<file path="src/rtl/vga_pkg.sv">
// vga_pkg: shared VGA definitions for the frame-buffer display path.
//   - default 640x480@60 timing (clocks / lines) and their totals
//   - LAT: counter-to-pin latency of the reader pipeline
//   - rgb444_t / pix_flags_t typedefs
//   - rgb332_to_444(): bit-replicating colour expansion
package vga_pkg;

  localparam int H_VIS_DEF  = 640;
  localparam int H_FP_DEF   = 16;
  localparam int H_SYNC_DEF = 96;
  localparam int H_BP_DEF   = 48;
  localparam int V_VIS_DEF  = 480;
  localparam int V_FP_DEF   = 10;
  localparam int V_SYNC_DEF = 2;
  localparam int V_BP_DEF   = 33;

  localparam int H_TOT = H_VIS_DEF + H_FP_DEF + H_SYNC_DEF + H_BP_DEF;  // 800
  localparam int V_TOT = V_VIS_DEF + V_FP_DEF + V_SYNC_DEF + V_BP_DEF;  // 525

  localparam int LAT = 3;   // counters -> addr -> data -> rgb
  localparam int CW  = 10;  // h/v counter width

  typedef struct packed {
    logic [3:0] r;
    logic [3:0] g;
    logic [3:0] b;
  } rgb444_t;

  // Per-pixel side-band that travels alongside the memory read.
  typedef struct packed {
    logic hs_n;
    logic vs_n;
    logic vis;
    logic img;
    logic fs;
  } pix_flags_t;

  // MSB replication keeps full-scale white at 4'hF.
  function automatic rgb444_t rgb332_to_444(input logic [7:0] d);
    rgb444_t c;
    c.r = {d[7:5], d[7]};
    c.g = {d[4:2], d[4]};
    c.b = {d[1:0], d[1:0]};
    return c;
  endfunction

endpackage

</file>
<file path="src/rtl/vga_fb_reader_if.sv">
// vga_fb_reader_if: frame-buffer read port plus VGA pin bundle.
//   mem_px_addr  reader -> buffer  read address
//   mem_px_data  buffer -> reader  RGB332, valid 1 clk after the address
//   vga_hsync/vga_vsync            active-low syncs
//   vga_r/vga_g/vga_b              RGB444
//   frame_start                    1-clk pulse on pixel (0,0)
// master = the reader; slave = memory + display side.
interface vga_fb_reader_if #(
  parameter int AW = 15
);
  logic [AW-1:0] mem_px_addr;
  logic [7:0]    mem_px_data;
  logic          vga_hsync;
  logic          vga_vsync;
  logic [3:0]    vga_r;
  logic [3:0]    vga_g;
  logic [3:0]    vga_b;
  logic          frame_start;

  modport master (
    output mem_px_addr, vga_hsync, vga_vsync, vga_r, vga_g, vga_b, frame_start,
    input  mem_px_data
  );

  modport slave (
    input  mem_px_addr, vga_hsync, vga_vsync, vga_r, vga_g, vga_b, frame_start,
    output mem_px_data
  );
endinterface

</file>
<file path="src/rtl/vga_timing.sv">
// vga_timing: raster counters and undelayed timing flags.
//   clk, rst (async, active-low)
//   h_cnt/v_cnt   current raster position
//   h_last/v_last counters at their final value
//   vis           inside the visible area
//   hs_n/vs_n     raw active-low syncs (not yet aligned to any pipeline)
module vga_timing
  import vga_pkg::*;
#(
  parameter int H_VIS  = H_VIS_DEF,
  parameter int H_FP   = H_FP_DEF,
  parameter int H_SYNC = H_SYNC_DEF,
  parameter int H_BP   = H_BP_DEF,
  parameter int V_VIS  = V_VIS_DEF,
  parameter int V_FP   = V_FP_DEF,
  parameter int V_SYNC = V_SYNC_DEF,
  parameter int V_BP   = V_BP_DEF
) (
  input  logic          clk,
  input  logic          rst,
  output logic [CW-1:0] h_cnt,
  output logic [CW-1:0] v_cnt,
  output logic          h_last,
  output logic          v_last,
  output logic          vis,
  output logic          hs_n,
  output logic          vs_n
);

  localparam int HT = H_VIS + H_FP + H_SYNC + H_BP;
  localparam int VT = V_VIS + V_FP + V_SYNC + V_BP;

  assign h_last = (h_cnt == CW'(HT - 1));
  assign v_last = (v_cnt == CW'(VT - 1));

  always_ff @(posedge clk or negedge rst) begin
    if (!rst) begin
      h_cnt <= '0;
      v_cnt <= '0;
    end else if (h_last) begin
      h_cnt <= '0;
      v_cnt <= v_last ? '0 : v_cnt + CW'(1);
    end else begin
      h_cnt <= h_cnt + CW'(1);
    end
  end

  assign vis  = (h_cnt < CW'(H_VIS)) && (v_cnt < CW'(V_VIS));
  assign hs_n = !((h_cnt >= CW'(H_VIS + H_FP)) && (h_cnt < CW'(H_VIS + H_FP + H_SYNC)));
  assign vs_n = !((v_cnt >= CW'(V_VIS + V_FP)) && (v_cnt < CW'(V_VIS + V_FP + V_SYNC)));

endmodule

</file>
<file path="src/rtl/vga_fb_reader.sv">
// vga_fb_reader: scans the capture frame buffer and drives VGA.
//   clk  25 MHz pixel clock
//   rst  async, active-low
//   bus  vga_fb_reader_if.master: mem_px_addr/mem_px_data read port,
//        vga_hsync/vga_vsync/vga_r/vga_g/vga_b/frame_start pins
// The IMG_W x IMG_H image sits top-left on a BG_COLOR background.
// Pin state at cycle T+LAT reflects raster position of cycle T.
// Build option: define VGA_SCALE2X_EN to show each stored pixel as 2x2.
module vga_fb_reader
  import vga_pkg::*;
#(
  parameter int         AW       = 15,
  parameter int         IMG_W    = 160,
  parameter int         IMG_H    = 120,
  parameter logic [7:0] BG_COLOR = 8'h00,
  parameter int         H_VIS    = H_VIS_DEF,
  parameter int         H_FP     = H_FP_DEF,
  parameter int         H_SYNC   = H_SYNC_DEF,
  parameter int         H_BP     = H_BP_DEF,
  parameter int         V_VIS    = V_VIS_DEF,
  parameter int         V_FP     = V_FP_DEF,
  parameter int         V_SYNC   = V_SYNC_DEF,
  parameter int         V_BP     = V_BP_DEF
) (
  input logic             clk,
  input logic             rst,
  vga_fb_reader_if.master bus
);

`ifdef VGA_SCALE2X_EN
  localparam int S_SH = 1;
`else
  localparam int S_SH = 0;
`endif

  localparam rgb444_t    BG_RGB    = rgb332_to_444(BG_COLOR);
  localparam pix_flags_t FLG_RESET = '{hs_n: 1'b1, vs_n: 1'b1, vis: 1'b0, img: 1'b0, fs: 1'b0};

  logic [CW-1:0] h_cnt, v_cnt;
  logic          h_last, v_last, vis, hs_n, vs_n, img;
  logic [AW-1:0] row_base, mem_addr;
  pix_flags_t    cur_flg;
  pix_flags_t [LAT:1] flg_pipe;
  rgb444_t       rgb;

  vga_timing #(
    .H_VIS(H_VIS), .H_FP(H_FP), .H_SYNC(H_SYNC), .H_BP(H_BP),
    .V_VIS(V_VIS), .V_FP(V_FP), .V_SYNC(V_SYNC), .V_BP(V_BP)
  ) u_tim (
    .clk(clk), .rst(rst),
    .h_cnt(h_cnt), .v_cnt(v_cnt), .h_last(h_last), .v_last(v_last),
    .vis(vis), .hs_n(hs_n), .vs_n(vs_n)
  );

  assign img = vis && (h_cnt < CW'(IMG_W << S_SH)) && (v_cnt < CW'(IMG_H << S_SH));

  // Line-start address tracked incrementally instead of v*IMG_W. Cleared on
  // the wrap into v=0 so the first line of every frame starts at 0; under
  // scaling it advances only after the second copy of each stored line.
  always_ff @(posedge clk or negedge rst) begin
    if (!rst) begin
      row_base <= '0;
    end else if (h_last) begin
      if (v_last)
        row_base <= '0;
      else if ((v_cnt < CW'(IMG_H << S_SH)) && ((S_SH == 0) || v_cnt[0]))
        row_base <= row_base + AW'(IMG_W);
    end
  end

  // Stage 1: read address, parked at 0 outside the image.
  always_ff @(posedge clk or negedge rst) begin
    if (!rst)     mem_addr <= '0;
    else if (img) mem_addr <= row_base + AW'(h_cnt >> S_SH);
    else          mem_addr <= '0;
  end

  assign cur_flg = '{hs_n: hs_n, vs_n: vs_n, vis: vis, img: img,
                     fs: (h_cnt == '0) && (v_cnt == '0)};

  // Side-band delay matching the address/data/colour stages.
  always_ff @(posedge clk or negedge rst) begin
    if (!rst) flg_pipe <= {LAT{FLG_RESET}};
    else      flg_pipe <= {flg_pipe[LAT-1:1], cur_flg};
  end

  // Stage 3: colour select, using flags that line up with returned data.
  always_ff @(posedge clk or negedge rst) begin
    if (!rst)                      rgb <= '0;
    else if (flg_pipe[LAT-1].img)  rgb <= rgb332_to_444(bus.mem_px_data);
    else if (flg_pipe[LAT-1].vis)  rgb <= BG_RGB;
    else                           rgb <= '0;
  end

  assign bus.mem_px_addr = mem_addr;
  assign bus.vga_r       = rgb.r;
  assign bus.vga_g       = rgb.g;
  assign bus.vga_b       = rgb.b;
  assign bus.vga_hsync   = flg_pipe[LAT].hs_n;
  assign bus.vga_vsync   = flg_pipe[LAT].vs_n;
  assign bus.frame_start = flg_pipe[LAT].fs;

endmodule

</file>
<file path="src/flat_wrapper.sv">
// flat-port wrapper written by rule: the top's interface ports become plain ports
module vga_fb_reader_flat import vga_pkg::*;
#(
  parameter int         AW       = 15,
  parameter int         IMG_W    = 160,
  parameter int         IMG_H    = 120,
  parameter logic [7:0] BG_COLOR = 8'h00,
  parameter int         H_VIS    = H_VIS_DEF,
  parameter int         H_FP     = H_FP_DEF,
  parameter int         H_SYNC   = H_SYNC_DEF,
  parameter int         H_BP     = H_BP_DEF,
  parameter int         V_VIS    = V_VIS_DEF,
  parameter int         V_FP     = V_FP_DEF,
  parameter int         V_SYNC   = V_SYNC_DEF,
  parameter int         V_BP     = V_BP_DEF
)
  (clk, rst, bus_mem_px_addr, bus_vga_hsync, bus_vga_vsync, bus_vga_r, bus_vga_g, bus_vga_b, bus_frame_start, bus_mem_px_data);
  vga_fb_reader_if #(.AW(AW)) bus_i ();
  input logic clk;
  input logic rst;
  output wire logic [$bits(bus_i.mem_px_addr)-1:0] bus_mem_px_addr;
  output wire logic [$bits(bus_i.vga_hsync)-1:0] bus_vga_hsync;
  output wire logic [$bits(bus_i.vga_vsync)-1:0] bus_vga_vsync;
  output wire logic [$bits(bus_i.vga_r)-1:0] bus_vga_r;
  output wire logic [$bits(bus_i.vga_g)-1:0] bus_vga_g;
  output wire logic [$bits(bus_i.vga_b)-1:0] bus_vga_b;
  output wire logic [$bits(bus_i.frame_start)-1:0] bus_frame_start;
  input wire logic [$bits(bus_i.mem_px_data)-1:0] bus_mem_px_data;
  assign bus_mem_px_addr = bus_i.mem_px_addr;
  assign bus_vga_hsync = bus_i.vga_hsync;
  assign bus_vga_vsync = bus_i.vga_vsync;
  assign bus_vga_r = bus_i.vga_r;
  assign bus_vga_g = bus_i.vga_g;
  assign bus_vga_b = bus_i.vga_b;
  assign bus_frame_start = bus_i.frame_start;
  assign bus_i.mem_px_data = bus_mem_px_data;
  vga_fb_reader #(.AW(AW), .IMG_W(IMG_W), .IMG_H(IMG_H), .BG_COLOR(BG_COLOR), .H_VIS(H_VIS), .H_FP(H_FP), .H_SYNC(H_SYNC), .H_BP(H_BP), .V_VIS(V_VIS), .V_FP(V_FP), .V_SYNC(V_SYNC), .V_BP(V_BP)) u_core (.clk(clk), .rst(rst), .bus(bus_i));
endmodule
</file>
<file path="config.mk">
export PLATFORM = sky130hd
export DESIGN_NAME = vga_fb_reader_flat
export DESIGN_NICKNAME = d
export VERILOG_FILES = /design/src/rtl/vga_pkg.sv /design/src/rtl/vga_fb_reader_if.sv /design/src/rtl/vga_timing.sv /design/src/rtl/vga_fb_reader.sv /design/src/flat_wrapper.sv
export SDC_FILE = /design/constraint.sdc
export NUM_CORES = 1
export LEC_CHECK = 0
export CORE_MARGIN = 1
export CORE_UTILIZATION = 50
export CTS_BUF_LIST = sky130_fd_sc_hd__clkbuf_16
export CTS_CLUSTER_DIAMETER = 80
export DETAILED_ROUTE_END_ITERATION = 8
export PLACE_DENSITY = 0.82
export SETUP_SLACK_MARGIN = 0.15
export SLEW_MARGIN = 15
export SYNTH_ARGS = -nofsm -noshare
export SYNTH_HDL_FRONTEND = slang
export SYNTH_SLANG_ARGS = --single-unit
</file>
<file path="constraint.sdc">
create_clock -name clk -period 5 [get_ports clk]
set_input_delay 0.5 -clock clk [delete_from_list [all_inputs] [get_ports clk]]
set_output_delay 0.5 -clock clk [all_outputs]
set_load 0.02 [all_outputs]
</file>
== After elaboration in Yosys (flattened, before gate mapping) ==
Index checks and enable logic that the tools add are counted.
Word-level totals
  logic and storage cells: 50
  bits in registers: 73
  output and inout bits: 30
Cells by class
  magnitude comparators: 8
  multiplexer cells: 6
  equal/unequal tests: 2
  reduce and logical (&&, ||, !) cells: 12
  $add $sub $neg: 4
Operator list (count)
  $mux 15: 3
  $add 10x1->10 const B: 2
  $eq 10x10->1 const B: 2
  $logic_not 10->1: 2
  $lt 10x10->1 const B: 2
  $lt 10x9->1 const B: 2
  $mux 10: 2
  $add 15x10->15: 1
  $add 15x8->15 const B: 1
  $mux 12: 1
  $ge 10x10->1 const B: 1
  $ge 10x9->1 const B: 1
  $lt 10x7->1 const B: 1
  $lt 10x8->1 const B: 1
  $logic_and 1x1->1: 6
  $logic_not 1->1: 2
  $reduce_and 2->1: 1
  $reduce_bool 2->1: 1

== Logic depth before layout (Yosys ltp) ==
Gate-level depths: netlist of run 1.
  word-level depth: 5
  depth in mapped cells: 8
  gate-level depth less buffers: 7

== Hierarchy ==
Synthesis of run 1 repeated with hierarchy kept, for this count alone.
Unflattened totals
  cells, all modules: 289
  area, all modules: 3130.5 um^2
By module, submodules not included
  vga_fb_reader: seq. area each 1108.6 um^2, instances 1, cells each 184, area an instance 2057.0 um^2
  vga_timing: seq. area each 500.5 um^2, instances 1, cells each 105, area an instance 1073.5 um^2

== Least setup slack after synthesis of run 1 ==
OpenSTA, ideal clock, no wires.
  path kind: register to register
  from: register u_core.u_tim.v_cnt[1]
  to: register u_core.row_base[9]
  setup time: 0.129 ns
  clock period less this slack: 2.037 ns
  arrival time: 1.908 ns
  data required time: 4.871 ns
  slack: 2.963 ns
  cell stages (with the launch flop): 8
  cell sequence: dfrtp_1 > inv_1 > ha_1 > or4b_2 > nor4_4 > nand2_1 > o211ai_1 > o31ai_1
Between the ends
  cells in the longest elaborated chain, start to end: 3
  elaborated cells between the ends (all ways): 5
RTL lines
  start: declaration: line vga_timing.sv:22  | output logic [CW-1:0] v_cnt,
  start signal: assignment: line vga_timing.sv:42  | v_cnt <= v_last ? '0 : v_cnt + CW'(1);
  $lt 10x7->1 or $eq 10x10->1 (tied branches): line vga_fb_reader.sv:66, vga_timing.sv:34
  $reduce_bool 2->1 (no source line)
  $reduce_and 2->1 (no source line)
  end signal: assignment: line vga_fb_reader.sv:67  | row_base <= row_base + AW'(IMG_W);
  end: declaration: line vga_fb_reader.sv:41  | logic [AW-1:0] row_base, mem_addr;
Several ways; a longest one is shown, not always the timed one.
A chain may end at the register's enable or synchronous reset.

== Worst setup path after layout of run 1 ==
Same ends and word-level chain as after synthesis.

==> impl_metrics.tcl, run 1 <==
set metrics [dict create \
    ys_ff_latch 64 \
    leakage_uw 0.00156 \
    grt.busiest_layer "met2" \
    p_int_uw 923 \
    fp.dieH_um 78.4 \
    met3_usage 0.0581 \
    start_util 0.524 \
    synth_area_leaders "dfrtp_1, dfstp_2, ha_1" \
    p_sw_frac 0.208 \
    finalSetupViolCount 0 \
    grt_max_degree 65 \
    routed_wl_um 5680 \
    placed_cell_area_mm2 0.00331 \
    postCtsHoldBufs 0 \
    power_uw 1170 \
    antenna_found_initial 0 \
    reg2reg_setup_slack_ps 2620 \
    min_path_type "primary input to async pin" \
    synth_async_sr_flop_share 1.00 \
    synth_edf_count 0 \
    synthCells 276 \
    critPathKind "flip-flop to flip-flop" \
    first_pass_iters 4 \
    status "finished, final reports clean" \
    syn_area_mm2 0.00292 \
    met1_usage 0.254 \
    vias_per_cell 5.50 \
    dieWidth_um 78.4 \
    r2r_cells 7 \
    postRouteAntennaNets 0 \
    area_growth_syn_to_layout_pct 23.4 \
    seqPwrFrac 0.449 \
    crit_path_start "u_core.u_tim.v_cnt[1]" \
    core_region_area_mm2 0.00557 \
    wl_per_cell_um 14.7 \
    yosys_most_used_dff "dfrtp_1" \
    critPathCaptureType "flip-flop" \
    cts_tree "yes" \
    grt_pass1_wl_um 9870 \
    cap_violations 0 \
    cts-root-buf "clkbuf_16" \
    fin_skew_ps 2.29 \
    start_kind "flip-flop" \
    rows 27 \
    gr-total-overflow 0 \
    power.density_mw_per_mm2 324 \
    synth.yosys.seq_area_share 0.551 \
    fmax_mhz 420 \
    drive_gt1_frac 0.0952 \
    syn_area_per_cell_um2 10.6 \
    drv_slew 0 \
    post_cts_resized 0 \
    clk_pin_slew_ps 50 \
    p_comb_frac 0.032 \
    relSlewSlack 0.482 \
    insertedDiodeCount 0 \
    cts_setup_buffers 0 \
    p_sw_uw 243 \
    fin_crit_ps 2380 \
    critical_path_arrival_ps 2580 \
    gp_congestion 0.842 \
    clkPwrFrac 0.519 \
    final_nets 331 \
    ir_drop_uv 197 \
    io-pin-count 40 \
    synth.distinct_cells 42 \
    vias 2129 \
    layout_commonest_cell "dfrtp_1" \
    period_share 0.476 \
    rsz0062_at_grt "no" \
    cts_sinks 64 \
    setup-tns-final_ps 0 \
    port_buffers 39 \
    synth_warnings 0 \
    mostFrequentLayoutCells "dfrtp_1, clkdlybuf4s50_1, nor2_1, nand2_1, o21ai_0" \
    required_ps 5190 \
    grtUsageTotal 0.213 \
    reg2reg_to "u_core.row_base[9]" \
    place_ws_ps 2680 \
    drt-initial-drc-count 201 \
    drc_errors 0 \
    cts_max_path_buffers 2 \
    final_hold_viol_count 0 \
    dieArea_mm2 0.00615 \
    place.detailed.hpwl_um 3720 \
    r2r_start "u_core.u_tim.v_cnt[1]" \
    syn_nets 297 \
    cts_made_buffers 9 \
    final_area_mm2 0.00360 \
    final.setup.worst_slack_ps 2620 \
    gr-usage-met2 0.347 \
    grt_pass1_vias 2124 \
    clock_latency_ps 320 \
    yosysTopAreaCell "dfrtp_1" \
    worst_pin_slew_ps 776 \
    cp_max_fo 10 \
    h-tree-depth 3 \
    synth_top_area_share 0.497 \
]
cell type report:
cell class	instances	area [um^2]
timing repair buffer	40	393
clock inverter	7	72.6
fill	421	1970
tap	72	90.1
inverter	7	26.3
sequential	64	1610
multi-input combinational	188	1190
clock buffer	9	225
synthesized netlist by cell type, types with 3 or more instances:
cell / instances
nor4_1: 7
inv_1: 6
nor2_1: 26
nand2_1: 21
ha_1: 11
nand4_1: 5
xor2_1: 11
a21oi_1: 3
dfstp_2: 6
o31ai_1: 5
and3_1: 3
nand3_1: 16
buf_4: 4
clkbuf_1: 8
nor3_1: 11
dfrtp_1: 58
and2_1: 13
o21ai_0: 17
xnor2_1: 15
power by group through the flow:
| stage | Clock, uW | Combinational [uW] | Sequential, uW |
|---|---|---|---|
| 2_1_floorplan | 0 | 7.21 | 537 |
| 3_3_place_gp | 0 | 37.5 | 532 |
| 3_5_place_dp | 0 | 38.0 | 532 |
| 4_1_cts | 620 | 38.5 | 524 |
| 5_1_grt | 648 | 41.4 | 523 |
| 6_report | 605 | 37.4 | 524 |
kinds of logic after synthesis:
kind of cell	Yosys count	share of synthesized area
flip-flops	64	0.551
other	1	0.00128
AO/OA/AOI/OAI	34	0.0711
adder cells (fa/ha/maj)	11	0.0471
AND/OR/NAND/NOR	116	0.209
XOR/XNOR	26	0.0779
buffers and inverters	24	0.0424
critical path, stage by stage, from the launching register on:
cell and delay, ps:
dfrtp_1 390, inv_1 100, ha_1 150, or4b_2 640, nor4_4 490, nand2_1 230
o211ai_1 150, o31ai_1 100
through the flow:
stage	hold slack (ps)	util	instances
6_report	330	0.647	387
5_1_grt	355	0.647	387
4_1_cts	353	0.647	387
3_5_place_dp	342	0.593	371
3_3_place_gp	334	0.593	371
2_1_floorplan	204	-	276
layer usage:
metal,wire [um],vias to the layer above
li1,-,1011
met2,2750,84
met3,374,9
met4,110,0
met1,2450,1025
met5,0,-
worst max path at each step:
stage | depth (start not counted) | endpoint | slack, ps
2_1_floorplan | 7 | u_core.row_base[9] | 2960
3_3_place_gp | 7 | u_core.row_base[9] | 2740
3_5_place_dp | 7 | u_core.row_base[9] | 2680
4_1_cts | 7 | u_core.row_base[9] | 2660
5_1_grt | 6 | u_core.u_tim.v_cnt[8] | 2420
6_report | 7 | u_core.row_base[9] | 2620
flip-flops by register name, summed over array words and instances (netlist names):
| register | count |
|---|---|
| u_core.bus.frame_start | 1 |
| u_core.bus.mem_px_addr | 15 |
| u_core.bus.vga_b | 2 |
| u_core.bus.vga_g | 3 |
| u_core.bus.vga_hsync | 1 |
| u_core.bus.vga_r | 3 |
| u_core.bus.vga_vsync | 1 |
| u_core.flg_pipe | 8 |
| u_core.row_base | 10 |
| u_core.u_tim.h_cnt | 10 |
| u_core.u_tim.v_cnt | 10 |
No activity file was read; power rests on OpenSTA's default activity.
==> run 2, diff against run 1 <==
- clock period: 5 -> 2.35 ns (I/O delays scaled with it)
==> run 2 against run 1 <==
  * Global-route usage is 1.8 points higher
  * Register-to-register slack worse by 2400 ps
  * Sequential cell count stayed put
  * Sequential share of layout area is 1.8 points lower
  * Wire length is 12% higher
  * Count of clock-buffer cells in the layout stayed put
  * First-iteration DRC count is 5.5% lower
  * Power is 110% higher
  * Via count is 6.6% higher
  * Largest cell class unchanged
  * Largest power group unchanged
==> impl_metrics.tcl, run 2 (same netlist as run 1, synthesis figures left out) <==
set metrics [dict create \
    antenna_found_initial 0 \
    fmax_mhz 462 \
    grt_pass1_vias 2229 \
    drive_gt1_frac 0.152 \
    drt-initial-drc-count 190 \
    cts_max_path_buffers 2 \
    p_comb_frac 0.033 \
    cts_sinks 64 \
    relSlewSlack 0.306 \
    required_ps 2560 \
    core_region_area_mm2 0.00557 \
    start_util 0.524 \
    fin_crit_ps 2170 \
    cap_violations 0 \
    clk_pin_slew_ps 60 \
    reg2reg_setup_slack_ps 180 \
    routed_wl_um 6380 \
    worst-path-buf-inv 0 \
    cts-root-buf "clkbuf_16" \
    drv_slew 0 \
    critical_path_arrival_ps 2380 \
    finalSetupViolCount 0 \
    fp.dieH_um 78.4 \
    p_sw_frac 0.211 \
    gr-total-overflow 0 \
    power.density_mw_per_mm2 665 \
    clkPwrFrac 0.521 \
    postRouteAntennaNets 0 \
    wl_per_cell_um 15.9 \
    p_sw_uw 527 \
    largest_register_ffs 15 \
    grt_max_degree 42 \
    io-pin-count 40 \
    ir_drop_uv 353 \
    dieWidth_um 78.4 \
    drc_errors 0 \
    gp_congestion 0.922 \
    p_int_uw 1970 \
    critPathKind "flip-flop to flip-flop" \
    critPathCaptureType "flip-flop" \
    layout_commonest_cell "dfrtp_1" \
    cp_slowest_cell "dfrtp_1" \
    vias_per_cell 5.64 \
    cts_made_buffers 9 \
    area_growth_syn_to_layout_pct 28.6 \
    dieArea_mm2 0.00615 \
    clock_latency_ps 330 \
    cts_tree "yes" \
    seqPwrFrac 0.446 \
    port_buffers 39 \
    cpLargestDelayFamily "compound AO/OA/AOI/OAI gates" \
    insertedDiodeCount 0 \
    setup-tns-final_ps 0 \
    worst_pin_slew_ps 1030 \
    leakage_uw 0.00165 \
    min_path_type "flip-flop to flip-flop" \
    rsz0062_at_grt "no" \
    place.detailed.hpwl_um 3900 \
    fin_skew_ps 8.70 \
    final_nets 346 \
    status "finished, final reports clean" \
    crit_path_cell_trace "ha_1, and3_1, a221o_1, o311ai_2, xor2_1, nor2_1" \
    power_uw 2500 \
    vias 2269 \
    cpPeakStageDelay_ps 460 \
    first_pass_iters 4 \
    final_hold_viol_count 0 \
    start_kind "flip-flop" \
    h-tree-depth 3 \
    grtUsageTotal 0.231 \
    mostFrequentLayoutCells "dfrtp_1, clkdlybuf4s50_1, nor2_1, nand2_1, o21ai_0" \
    grt_pass1_wl_um 10600 \
    rows 27 \
    period_share 0.922 \
    cp_max_fo 6 \
]
run 2: changes by cell type in the layout (fill, tap and decap cells not counted), sizes merged:
| cell | before | now |
|---|---|---|
| clkinv | 2 | 4 |
| buf | 2 | 16 |
| dlygate4sd3 | 0 | 1 |
| clkinvlp | 4 | 2 |
run 2: metal layers:
layer  wire [um]  vias up  global-route usage
li1            -     1044                   -
met4         222        0               0.152
met2        3230      102               0.370
met1        2550     1102               0.284
met3         381       21              0.0442
met5           0        -                   0
run 2: power by group through the flow:
stage	combinational (uW)	clock (uW)	sequential [uW]
floorplan	15.3	0	1140
global placement	82.6	0	1130
detailed placement	82.9	0	1130
CTS	84.8	1320	1110
global route	91.5	1390	1110
finish	82.1	1300	1110
run 2: worst reg2reg max path: cells and delay by family (launching register included):
| family | cells | cell delay (ps) |
|---|---|---|
| adder cells (fa/ha/maj) | 1 | 400 |
| flip-flops | 1 | 460 |
| XOR/XNOR | 1 | 190 |
| AND/OR/NAND/NOR | 2 | 250 |
| AO/OA/AOI/OAI | 2 | 750 |
run 2: worst paths after layout:
kind,startpoint,end,cells past startpoint
worst max-delay path,u_core.row_base[8],u_core.bus.mem_px_addr[12],6
worst min-delay path,u_core.flg_pipe[0],u_core.flg_pipe[5],0
worst max register to register,u_core.row_base[8],u_core.bus.mem_px_addr[12],6
worst min register to register,u_core.flg_pipe[0],u_core.flg_pipe[5],0
max in group asynchronous,rst,u_core.flg_pipe[8],3
min in group asynchronous,rst,u_core.bus.mem_px_addr[11],2
run 2: area by class of cell:
| cell class | count | area [um^2] |
|---|---|---|
| inverter | 7 | 26.3 |
| clock inverter | 7 | 72.6 |
| timing repair buffer | 55 | 518 |
| fill | 405 | 1820 |
| tap | 72 | 90.1 |
| multi-input combinational | 188 | 1210 |
| clock buffer | 9 | 225 |
| sequential | 64 | 1610 |
run 2: through the flow:
stage / util / hold slack, ps / instance area (um^2) / worst slack [ps] / instances
3_3_place_gp: 0.610 / 256 / 3400 / 193 / 382
5_1_grt: 0.674 / 360 / 3760 / 112 / 402
6_report: 0.674 / 346 / 3760 / 183 / 402
2_1_floorplan: - / -60.6 / 2920 / 313 / 276
3_5_place_dp: 0.610 / 269 / 3400 / 124 / 382
4_1_cts: 0.667 / 348 / 3720 / 153 / 400
run 2: timing repair:
action                                  CTS  global route
pin swaps                                 1             1
endpoints found under the setup margin    5            18
gates cloned                              0             1
buffers inserted                          1             1
endpoints found under the hold margin    23             0
gates resized for setup                   1             7
hold buffers                              1             0
==> run 3, diff against run 2 <==
- ABC_CLOCK_PERIOD_IN_PS: not set -> 2350
==> results of run 3 <==
The final DEF is identical to that of run 2; final timing and power are the same.
